--- src/rtl/ps2_pkg.sv ---
// Shared PS/2 definitions: transmitter FSM states, command bytes and the
// odd-parity helper used when a command byte is latched.
package ps2_pkg;

  typedef enum logic [2:0] {
    IDLE      = 3'd0,
    INHIBIT   = 3'd1,
    START     = 3'd2,
    SHIFT     = 3'd3,
    ACK       = 3'd4,
    WAIT_IDLE = 3'd5
  } ps2_tx_state_t;

  localparam logic [7:0] PS2_CMD_SET_LEDS = 8'hED;
  localparam logic [7:0] PS2_CMD_RESET    = 8'hFF;
  localparam logic [7:0] PS2_RESP_ACK     = 8'hFA;

  // Odd parity: the 9-bit word {parity, data} always holds an odd number of ones.
  function automatic logic ps2_odd_parity(input logic [7:0] data);
    return ~^data;
  endfunction

endpackage

--- src/rtl/ps2_sync_edge.sv ---
// Two-flop synchronizer for the raw PS/2 clock and data lines plus a
// falling-edge detect on the synchronized clock. Reusable by the receive path.
module ps2_sync_edge (
  input  logic clk,
  input  logic rst,
  input  logic i_clk_raw,
  input  logic i_data_raw,
  output logic o_clk_sync,
  output logic o_data_sync,
  output logic o_clk_fall
);

  logic [1:0] r_clk_ff;
  logic [1:0] r_data_ff;
  logic       r_clk_prev;

  // Synchronizer chains and previous-clock register; reset to the idle-high
  // bus level so leaving reset never looks like a falling edge.
  always_ff @(posedge clk or posedge rst) begin
    if (rst) begin
      r_clk_ff   <= 2'b11;
      r_data_ff  <= 2'b11;
      r_clk_prev <= 1'b1;
    end else begin
      r_clk_ff   <= {r_clk_ff[0], i_clk_raw};
      r_data_ff  <= {r_data_ff[0], i_data_raw};
      r_clk_prev <= r_clk_ff[1];
    end
  end

  assign o_clk_sync  = r_clk_ff[1];
  assign o_data_sync = r_data_ff[1];
  assign o_clk_fall  = r_clk_prev & ~r_clk_ff[1];

endmodule

--- src/rtl/ps2_host_tx.sv ---
// PS/2 host-to-device transmitter: requests the bus (clock inhibit, start
// bit), shifts 8 data bits LSB-first, odd parity and stop on device clocks,
// checks the device ACK and reports done or error. Lines are open-drain and
// driven through output enables (1 = pull low).
//
// Handshake: tx_valid/tx_ready. A byte is accepted on a rising clk edge where
// tx_valid && tx_ready; tx_ready is high only while idle, tx_data is latched
// on accept, and tx_valid is ignored at every other time.
module ps2_host_tx
  import ps2_pkg::*;
#(
  parameter int INHIBIT_CYCLES = 12000,
  parameter int TIMEOUT_CYCLES = 2000000
) (
  input  logic          clk,
  input  logic          rst,
  input  logic [7:0]    tx_data,
  input  logic          tx_valid,
  output logic          tx_ready,
  output logic          tx_busy,
  output logic          tx_done,
  output logic          tx_error,
  input  logic          ps2_clk_in,
  input  logic          ps2_data_in,
  output logic          ps2_clk_oe,
  output logic          ps2_data_oe,
  output ps2_tx_state_t dbg_state
);

  localparam int IW = $clog2(INHIBIT_CYCLES + 1);
  localparam int TW = $clog2(TIMEOUT_CYCLES + 1);
  localparam logic [IW-1:0] INH_LAST = IW'(INHIBIT_CYCLES - 1);
  localparam logic [TW-1:0] TO_LAST  = TW'(TIMEOUT_CYCLES - 1);

  logic w_clk_sync;
  logic w_data_sync;
  logic w_clk_fall;

  ps2_sync_edge u_sync (
    .clk         (clk),
    .rst         (rst),
    .i_clk_raw   (ps2_clk_in),
    .i_data_raw  (ps2_data_in),
    .o_clk_sync  (w_clk_sync),
    .o_data_sync (w_data_sync),
    .o_clk_fall  (w_clk_fall)
  );

  ps2_tx_state_t r_state, w_state_d;
  logic [IW-1:0] r_inh_cnt, w_inh_cnt_d;
  logic [TW-1:0] r_to_cnt, w_to_cnt_d;
  logic [3:0]    r_bit_cnt, w_bit_cnt_d;
  logic [8:0]    r_shift, w_shift_d;     // {parity, data}; refilled with 1s
  logic          r_clk_oe, w_clk_oe_d;
  logic          r_data_oe, w_data_oe_d;
  logic          r_done, w_done_d;
  logic          r_error, w_error_d;
  logic          r_tx_ready, r_tx_busy;

  // State, counters, shift register and all outputs registered together so
  // every output changes on the same edge as the state it belongs to.
  always_ff @(posedge clk or posedge rst) begin
    if (rst) begin
      r_state    <= IDLE;
      r_inh_cnt  <= '0;
      r_to_cnt   <= '0;
      r_bit_cnt  <= '0;
      r_shift    <= '0;
      r_clk_oe   <= 1'b0;
      r_data_oe  <= 1'b0;
      r_done     <= 1'b0;
      r_error    <= 1'b0;
      r_tx_ready <= 1'b1;
      r_tx_busy  <= 1'b0;
    end else begin
      r_state    <= w_state_d;
      r_inh_cnt  <= w_inh_cnt_d;
      r_to_cnt   <= w_to_cnt_d;
      r_bit_cnt  <= w_bit_cnt_d;
      r_shift    <= w_shift_d;
      r_clk_oe   <= w_clk_oe_d;
      r_data_oe  <= w_data_oe_d;
      r_done     <= w_done_d;
      r_error    <= w_error_d;
      r_tx_ready <= (w_state_d == IDLE);
      r_tx_busy  <= (w_state_d != IDLE);
    end
  end

  // Next-state and next-output logic; timeout is checked before any edge so
  // it wins over a coincident falling clock.
  always_comb begin
    w_state_d   = r_state;
    w_inh_cnt_d = r_inh_cnt;
    w_to_cnt_d  = r_to_cnt;
    w_bit_cnt_d = r_bit_cnt;
    w_shift_d   = r_shift;
    w_clk_oe_d  = 1'b0;
    w_data_oe_d = 1'b0;
    w_done_d    = 1'b0;
    w_error_d   = 1'b0;

    case (r_state)
      IDLE: begin
        if (tx_valid && r_tx_ready) begin
          w_shift_d   = {ps2_odd_parity(tx_data), tx_data};
          w_inh_cnt_d = '0;
          w_bit_cnt_d = '0;
          w_clk_oe_d  = 1'b1;
          w_state_d   = INHIBIT;
        end
      end

      INHIBIT: begin
        w_clk_oe_d = 1'b1;
        if (r_inh_cnt == INH_LAST) begin
          w_data_oe_d = 1'b1;
          w_state_d   = START;
        end else begin
          w_inh_cnt_d = r_inh_cnt + 1'b1;
        end
      end

      START: begin
        // Release the clock, keep data low as the start bit.
        w_data_oe_d = 1'b1;
        w_to_cnt_d  = '0;
        w_bit_cnt_d = '0;
        w_state_d   = SHIFT;
      end

      SHIFT: begin
        w_data_oe_d = r_data_oe;
        if (r_to_cnt == TO_LAST) begin
          w_data_oe_d = 1'b0;
          w_error_d   = 1'b1;
          w_state_d   = IDLE;
        end else begin
          w_to_cnt_d = r_to_cnt + 1'b1;
          if (w_clk_fall) begin
            // Falls 1-9 present data then parity; fall 10 sees the 1s shifted
            // in behind them and so releases the line for the stop bit.
            w_data_oe_d = ~r_shift[0];
            w_shift_d   = {1'b1, r_shift[8:1]};
            w_bit_cnt_d = r_bit_cnt + 1'b1;
            if (r_bit_cnt == 4'd9) begin
              w_state_d = ACK;
            end
          end
        end
      end

      ACK: begin
        if (r_to_cnt == TO_LAST) begin
          w_error_d = 1'b1;
          w_state_d = IDLE;
        end else begin
          w_to_cnt_d = r_to_cnt + 1'b1;
          if (w_clk_fall) begin
            if (!w_data_sync) begin
              w_state_d = WAIT_IDLE;
            end else begin
              w_error_d = 1'b1;
              w_state_d = IDLE;
            end
          end
        end
      end

      WAIT_IDLE: begin
        if (r_to_cnt == TO_LAST) begin
          w_error_d = 1'b1;
          w_state_d = IDLE;
        end else begin
          w_to_cnt_d = r_to_cnt + 1'b1;
          if (w_clk_sync && w_data_sync) begin
            w_done_d  = 1'b1;
            w_state_d = IDLE;
          end
        end
      end

      default: begin
        w_state_d = IDLE;
      end
    endcase
  end

  assign tx_ready    = r_tx_ready;
  assign tx_busy     = r_tx_busy;
  assign tx_done     = r_done;
  assign tx_error    = r_error;
  assign ps2_clk_oe  = r_clk_oe;
  assign ps2_data_oe = r_data_oe;
  assign dbg_state   = r_state;

endmodule

--- config.mk ---
export PLATFORM = sky130hd
export DESIGN_NAME = ps2_host_tx
export DESIGN_NICKNAME = d
export VERILOG_FILES = /design/src/rtl/ps2_pkg.sv /design/src/rtl/ps2_sync_edge.sv /design/src/rtl/ps2_host_tx.sv
export SDC_FILE = /design/constraint.sdc
export NUM_CORES = 1
export LEC_CHECK = 0
export ABC_AREA = 1
export CORE_MARGIN = 4
export CORE_UTILIZATION = 45
export CTS_CLUSTER_DIAMETER = 120
export DETAILED_ROUTE_END_ITERATION = 6
export PLACE_DENSITY_LB_ADDON = 0.2
export RECOVER_POWER = 100
export SLEW_MARGIN = 10
export SYNTH_ARGS = -nofsm -noshare
export SYNTH_HDL_FRONTEND = slang
export SYNTH_SLANG_ARGS = --single-unit
--- constraint.sdc ---
create_clock -name clk -period 4 [get_ports clk]
set_input_delay 0.8 -clock clk [delete_from_list [all_inputs] [get_ports clk]]
set_output_delay 0.8 -clock clk [all_outputs]
set_load 0.02 [all_outputs]
==> results of run 1 <==
## worst max path at each step
stage                     slack, ns    startpoint      endpoint
after floorplan                1.67           rst  dbg_state[0]
after global placement         1.67      tx_valid  r_inh_cnt[0]
after detailed placement       1.64      tx_valid  r_inh_cnt[0]
after CTS                      1.68  dbg_state[2]  dbg_state[2]
after global routing           0.93  dbg_state[2]   r_to_cnt[6]
final                          1.19  dbg_state[2]   r_to_cnt[6]
## registers in the layout, indices dropped and copies added, names as in the netlist
name               cells
tx_ready               1
r_bit_cnt              4
tx_busy                1
ps2_clk_oe             1
u_sync.r_clk_prev      1
u_sync.r_data_ff       2
dbg_state              3
r_inh_cnt             14
r_shift                9
tx_error               1
ps2_data_oe            1
u_sync.r_clk_ff        2
r_to_cnt              21
tx_done                1
## per-stage QoR
stage / area (um^2) / std cells
detailed placement: 4110 / 628
global route: 4260 / 644
global placement: 4110 / 628
finish: 4260 / 644
CTS: 4340 / 644
floorplan: 3810 / 510
## power groups by stage
| stage | logic, mW | registers, mW | clock network (mW) |
|---|---|---|---|
| 6_report | 0.0475 | 0.633 | 0.629 |
| 2_1_floorplan | 0.0263 | 0.644 | 0 |
| 5_1_grt | 0.0546 | 0.633 | 0.671 |
| 4_1_cts | 0.0501 | 0.633 | 0.642 |
| 3_3_place_gp | 0.0490 | 0.645 | 0 |
| 3_5_place_dp | 0.0499 | 0.645 | 0 |
## cells by family (layout without fill, tap and decap cells)
kind of cell,Yosys count,after routing
flip-flops,62,62
AO/OA/AOI/OAI,42,42
XOR/XNOR,21,21
multiplexers,8,8
buffers and inverters,66,95
AND/OR/NAND/NOR,307,307
adder cells (fa/ha/maj),4,4
## cell usage after synthesis (2+ instances only)
cell type	n
buf_2	4
buf_4	2
buf_6	3
clkinv_1	2
dfrtp_1	56
dfstp_2	6
ha_1	4
inv_1	46
inv_2	7
mux2i_1	8
nand2_1	153
nand2_8	2
nand3_1	53
nand3_4	3
nand4_1	12
nor2_1	60
nor2_2	2
nor2_4	2
nor3_1	9
o21ai_0	10
o21ai_1	21
o21ai_2	4
o22ai_2	2
or2_2	5
xnor2_1	7
xor2_1	14
## worst max-delay path: stages, from the launching register on
cell and delay (ns):
dfrtp_1 0.48, clkinv_1 0.07, nand2_1 0.08, nor2_1 1.09, inv_4 0.16, nand2_8 0.20
inv_1 0.20, or3_1 0.40, nand2_1 0.06
## routing by layer
metal  share of wire (%)  up-vias  GRT usage, %
met5                   0        -             0
met4                 1.5        0          7.05
met3                 3.5       10          3.06
met2                  46       48          28.1
met1                  49     1492          23.7
li1                    -     1676             -
## area by class of cell
type                            instances  area (um^2)  area share, %
Clock inverter                          4         70.1           1.64
Multi-Input combinational cell        382         1900           44.5
Clock buffer                           12          155           3.64
Sequential cell                        62         1560           36.6
Tap cell                              105          131           3.08
Timing Repair Buffer                   23          238           5.58
Inverter                               56          213           4.99
==> metrics.md, run 1 <==
| Metric | Value |
|---|---|
| # resized after CTS | 0 |
| CTS Sinks | 62 |
| Ant diodes | 0 |
| Max clock buf depth | 2 |
| Overall Power | 1.31 mW |
| Largest net degree at the start of global routing | 33 |
| Syn_nets | 527 |
| Post-Synthesis Cells | 510 |
| Area leader, netlist | dfrtp_1 |
| Comb pwr share | 3.6% |
| Max Slew Vio Count | 0 |
| I/O pin cnt | 22 |
| Sequential area share after synthesis | 40.9% |
| Yosys cell types | 39 |
| Reg-to-Reg Start | dbg_state[2] |
| Area share of the largest cell type after synthesis | 36.7% |
| Relative slew slack | 3.73% |
| Detail Placement HPWL | 6.05 mm |
| Power Dens Cells | 307 nW/um^2 |
| Die area | 10,000 um^2 |
| Final #Nets | 551 |
| Multiplexer share of the synthesized area | 2.10% |
| FP Rows | 33 |
| Top FF cell, synth | dfrtp_1 |
| Worst VDD drop | 0.162 mV |
| Number of max-cap violations | 0 |
| Core region area | 8220 um^2 |
| Clock network fraction of total power | 48.0% |
| Clk_lat worst skew | 0.33 ns |
| Sequential share of power | 48.3% |
| Post-Route WL | 8.34 mm |
| Grt ovf | 0 |
| Xor-xnor portion of the synthesized cell area | 4.82% |
| Post-synth EDFFs | 0 |
| Switching Share | 20.9% |
| Most frequent cells in the layout | 154 x nand2_1, 62 x nor2_1, 56 x nand3_1, 56 x dfrtp_1, 48 x inv_1 |
| Starting density of the core | 46.4% |
| Kind of launch point of the worst setup path | flip-flop |
| Critical R2R Capture | r_to_cnt[6] |
| Die Y | 100 um |
| Hold Startpoint | u_sync.r_data_ff[0] |
| Num CTS Buffers | 9 |
| Synthesized area per cell | 7.48 um^2 |
| Largest family of logic cells by synthesized area | simple AND/OR/NAND/NOR gates |
| # port buffers | 21 |
| Cell Int Power | 1.04 mW |
| RSZ-0062 raised after global routing | false |
| Clk slew on worst S/H paths | 0.07 ns |
| Outcome | completed |
| Hold bufs inserted after CTS | 0 |
| Syn. warnings | 0 |
| Final min period | 2.81 ns |
| Area Growth Syn to Fin | 11.8% |
| Drt pass-1 iters | 4 |
| Simple-gate area share of the yosys netlist | 36.6% |
| Synth Area in Adders | 1.31% |
| Post-synth ARST share | 100% |
| Worst R2R Setup Slack | 1.19 ns |
| Reg2Reg Depth | 8 |
| Hold depth | 0 |
| Htree depth | 3 |
| Worst Setup Path Type | reg -> reg |
| Vias in the first global route | 3,053 |
| Routed Antenna Nets | 0 |
| Setup TNS | 0 ns |
| Share of layout cells above drive strength 1 | 7.98% |
| Postcts setup bufs | 0 |
| Yosys reg bits | 62 |
| WHS Endpoint | u_sync.r_data_ff[1] |
| CTS tree | yes |
| Die width | 100 um |
| Synth top area cells | dfrtp_1 37%, nand2_1 15%, nand3_1 7.0% |
| Drt wl/cell | 12.9 um |
| Crit path max fanout | 14 |
| NetSw | 274 uW |
| Fillcell total | 801 |
| First-pass GRT wire length | 14.1 mm |
| Placer congestion estimate | 0.881 |
| Worst endpoint required time | 4.27 ns |
| Worst Hold Class | reg -> reg |
| DRC errors left | 0 |
| Fmax | 355 MHz |
| Endpoint type of the worst setup path | flip-flop |
| GR Util All Layers | 17.5% |
| Vias | 3,226 |
| Fin crit share | 70.3% |
| Final WS setup | 1.19 ns |
| Setup Viol. Count Final | 0 |
| CP arrival | 3.08 ns |
| Slew @ Worst Pin | 1.44 ns |
| Final Core Density | 51.9% |
| Compound-Gate Fraction of Synth Area | 6.82% |
| Cell Area, Synth | 3810 um^2 |
| Final Hold Viols | 0 |
| Fin Hold WS | 0.357 ns |
| Starting DRT DRC Count | 164 |
| Leakage power | 1.95 nW |
| DR vias/cell | 5.01 |
| Commonest non-fill, non-tap cell in the layout | nand2_1 |
| Root Driver | clkbuf_8 |
| Initial antenna violation count | 0 |
| Placement Setup Slack | 1.64 ns |
| Worst clock skew | 0.0126 ns |
(Power assumes the default switching activity.)
==> inputs of run 2 (changes only) <==
clock period = 2.9 ns   (was 4 ns; I/O delays follow)
==> metrics.md, run 2 (synthesized netlist as in run 1, its figures left out) <==
| Metric | Value |
|---|---|
| Slew @ Worst Pin | 1.10 ns |
| Vias | 3,256 |
| FP Rows | 33 |
| Placement Setup Slack | 0.735 ns |
| First-pass GRT wire length | 14.6 mm |
| Cell Int Power | 1.28 mW |
| Routed Antenna Nets | 0 |
| Largest net degree at the start of global routing | 37 |
| Num CTS Buffers | 9 |
| I/O pin cnt | 22 |
| Htree depth | 3 |
| Starting DRT DRC Count | 194 |
| Placer congestion estimate | 0.875 |
| Post-Route WL | 8.42 mm |
| Post-route cell area | 4240 um^2 |
| Clk_lat worst skew | 0.34 ns |
| Post-place instance area | 4110 um^2 |
| Max clock buf depth | 2 |
| Hold bufs inserted after CTS | 0 |
| NetSw | 363 uW |
| Die width | 100 um |
| Crit path max fanout | 14 |
| Sequential share of power | 53.1% |
| Area Growth Syn to Fin | 11.2% |
| Ant diodes | 0 |
| Detail Placement HPWL | 6.23 mm |
| CTS tree | yes |
| Postcts setup bufs | 0 |
| Final WS setup | 0.583 ns |
| Worst VDD drop | 0.245 mV |
| Commonest non-fill, non-tap cell in the layout | nand2_1 |
| Setup TNS | 0 ns |
| Die area | 10,000 um^2 |
| Number of max-cap violations | 0 |
| Worst clock skew | 0.0148 ns |
| CTS Sinks | 62 |
| Overall Power | 1.64 mW |
| Final Core Density | 51.6% |
| Worst Hold Class | reg -> reg |
| Fin crit share | 79.9% |
| Starting density of the core | 46.4% |
| Largest register FFs | 21 |
| Final min period | 2.32 ns |
| Switching Share | 22.1% |
| GR Util All Layers | 18.2% |
| Power Dens Cells | 388 nW/um^2 |
| DR vias/cell | 5.06 |
| Initial antenna violation count | 0 |
| Clk slew on worst S/H paths | 0.07 ns |
| Leakage power | 1.93 nW |
| Die Y | 100 um |
| # resized after CTS | 0 |
| Final Hold Viols | 0 |
| Worst Setup Path Type | reg -> reg |
| Root Driver | clkbuf_8 |
| Comb pwr share | 4.0% |
| Largest regs | r_to_cnt x21, r_inh_cnt x14, r_shift x9 |
| Clock network fraction of total power | 42.9% |
| Share of layout cells above drive strength 1 | 7.98% |
| Fmax | 432 MHz |
| Final #Nets | 551 |
| Vias in the first global route | 3,195 |
| Fillcell total | 788 |
| Biggest register | r_to_cnt |
| Drt pass-1 iters | 5 |
| Outcome | completed |
| Core region area | 8220 um^2 |
| Setup Viol. Count Final | 0 |
| Endpoint type of the worst setup path | flip-flop |
| DRC errors left | 0 |
| Grt ovf | 0 |
| Relative slew slack | 26.8% |
| Most frequent cells in the layout | 153 x nand2_1, 60 x nor2_1, 56 x dfrtp_1 |
| # port buffers | 21 |
| Drt wl/cell | 13.1 um |
| RSZ-0062 raised after global routing | false |
| Worst endpoint required time | 3.10 ns |
| Kind of launch point of the worst setup path | flip-flop |
| Max Slew Vio Count | 0 |
| CP arrival | 2.51 ns |
==> run 2: critical path: stages (launching register included) <==
cell     delay [ns]
dfrtp_1        0.42
ha_1           0.28
nand3_4        0.14
nor2_4         0.16
nand3_1        0.48
a21oi_4        0.54
o21ai_0        0.15
==> run 2: cell type report <==
cell class | count | area (um^2) | share of cell area [%]
repair buffers | 23 | 238 | 5.61
well taps | 105 | 131 | 3.10
inverters | 56 | 213 | 5.02
multi-input cells | 382 | 1920 | 45.2
flip-flops and latches | 62 | 1560 | 36.8
clock buffers | 15 | 176 | 4.16
clock inverters | 1 | 5.00 | 0.118
==> run 2: layer usage <==
| metal | GRT usage (%) | share of wire [%] |
|---|---|---|
| met1 | 24.3 | 49 |
| met2 | 29.0 | 46 |
| met3 | 3.06 | 3.1 |
| met4 | 8.19 | 2.0 |
| met5 | 0 | 0 |
==> run 2: stage by stage <==
step                      instances  hold WS (ns)
final                           644         0.357
after global routing            644         0.362
after CTS                       644         0.356
after detailed placement        628         0.349
after global placement          628         0.346
after floorplan                 510         0.345
==> run 2: worst paths after layout <==
kind	startpoint	endpoint	slack, ns	depth (start not counted)
setup / recovery	r_to_cnt[0]	r_to_cnt[20]	0.58	6
hold / removal	u_sync.r_clk_ff[0]	u_sync.r_clk_ff[1]	0.36	0
setup reg to reg	r_to_cnt[0]	r_to_cnt[20]	0.58	6
hold reg to reg	u_sync.r_clk_ff[0]	u_sync.r_clk_ff[1]	0.36	0
max in group asynchronous	rst	u_sync.r_clk_prev	1.12	3
min in group asynchronous	rst	r_to_cnt[7]	0.96	2
==> run 2: power by group through the flow <==
stage          registers [mW]  clock network [mW]  logic (mW)
4_1_cts                 0.873               0.729      0.0687
2_1_floorplan           0.889                   0      0.0363
5_1_grt                 0.873               0.770      0.0760
3_5_place_dp            0.889                   0      0.0684
3_3_place_gp            0.889                   0      0.0674
6_report                0.873               0.705      0.0650
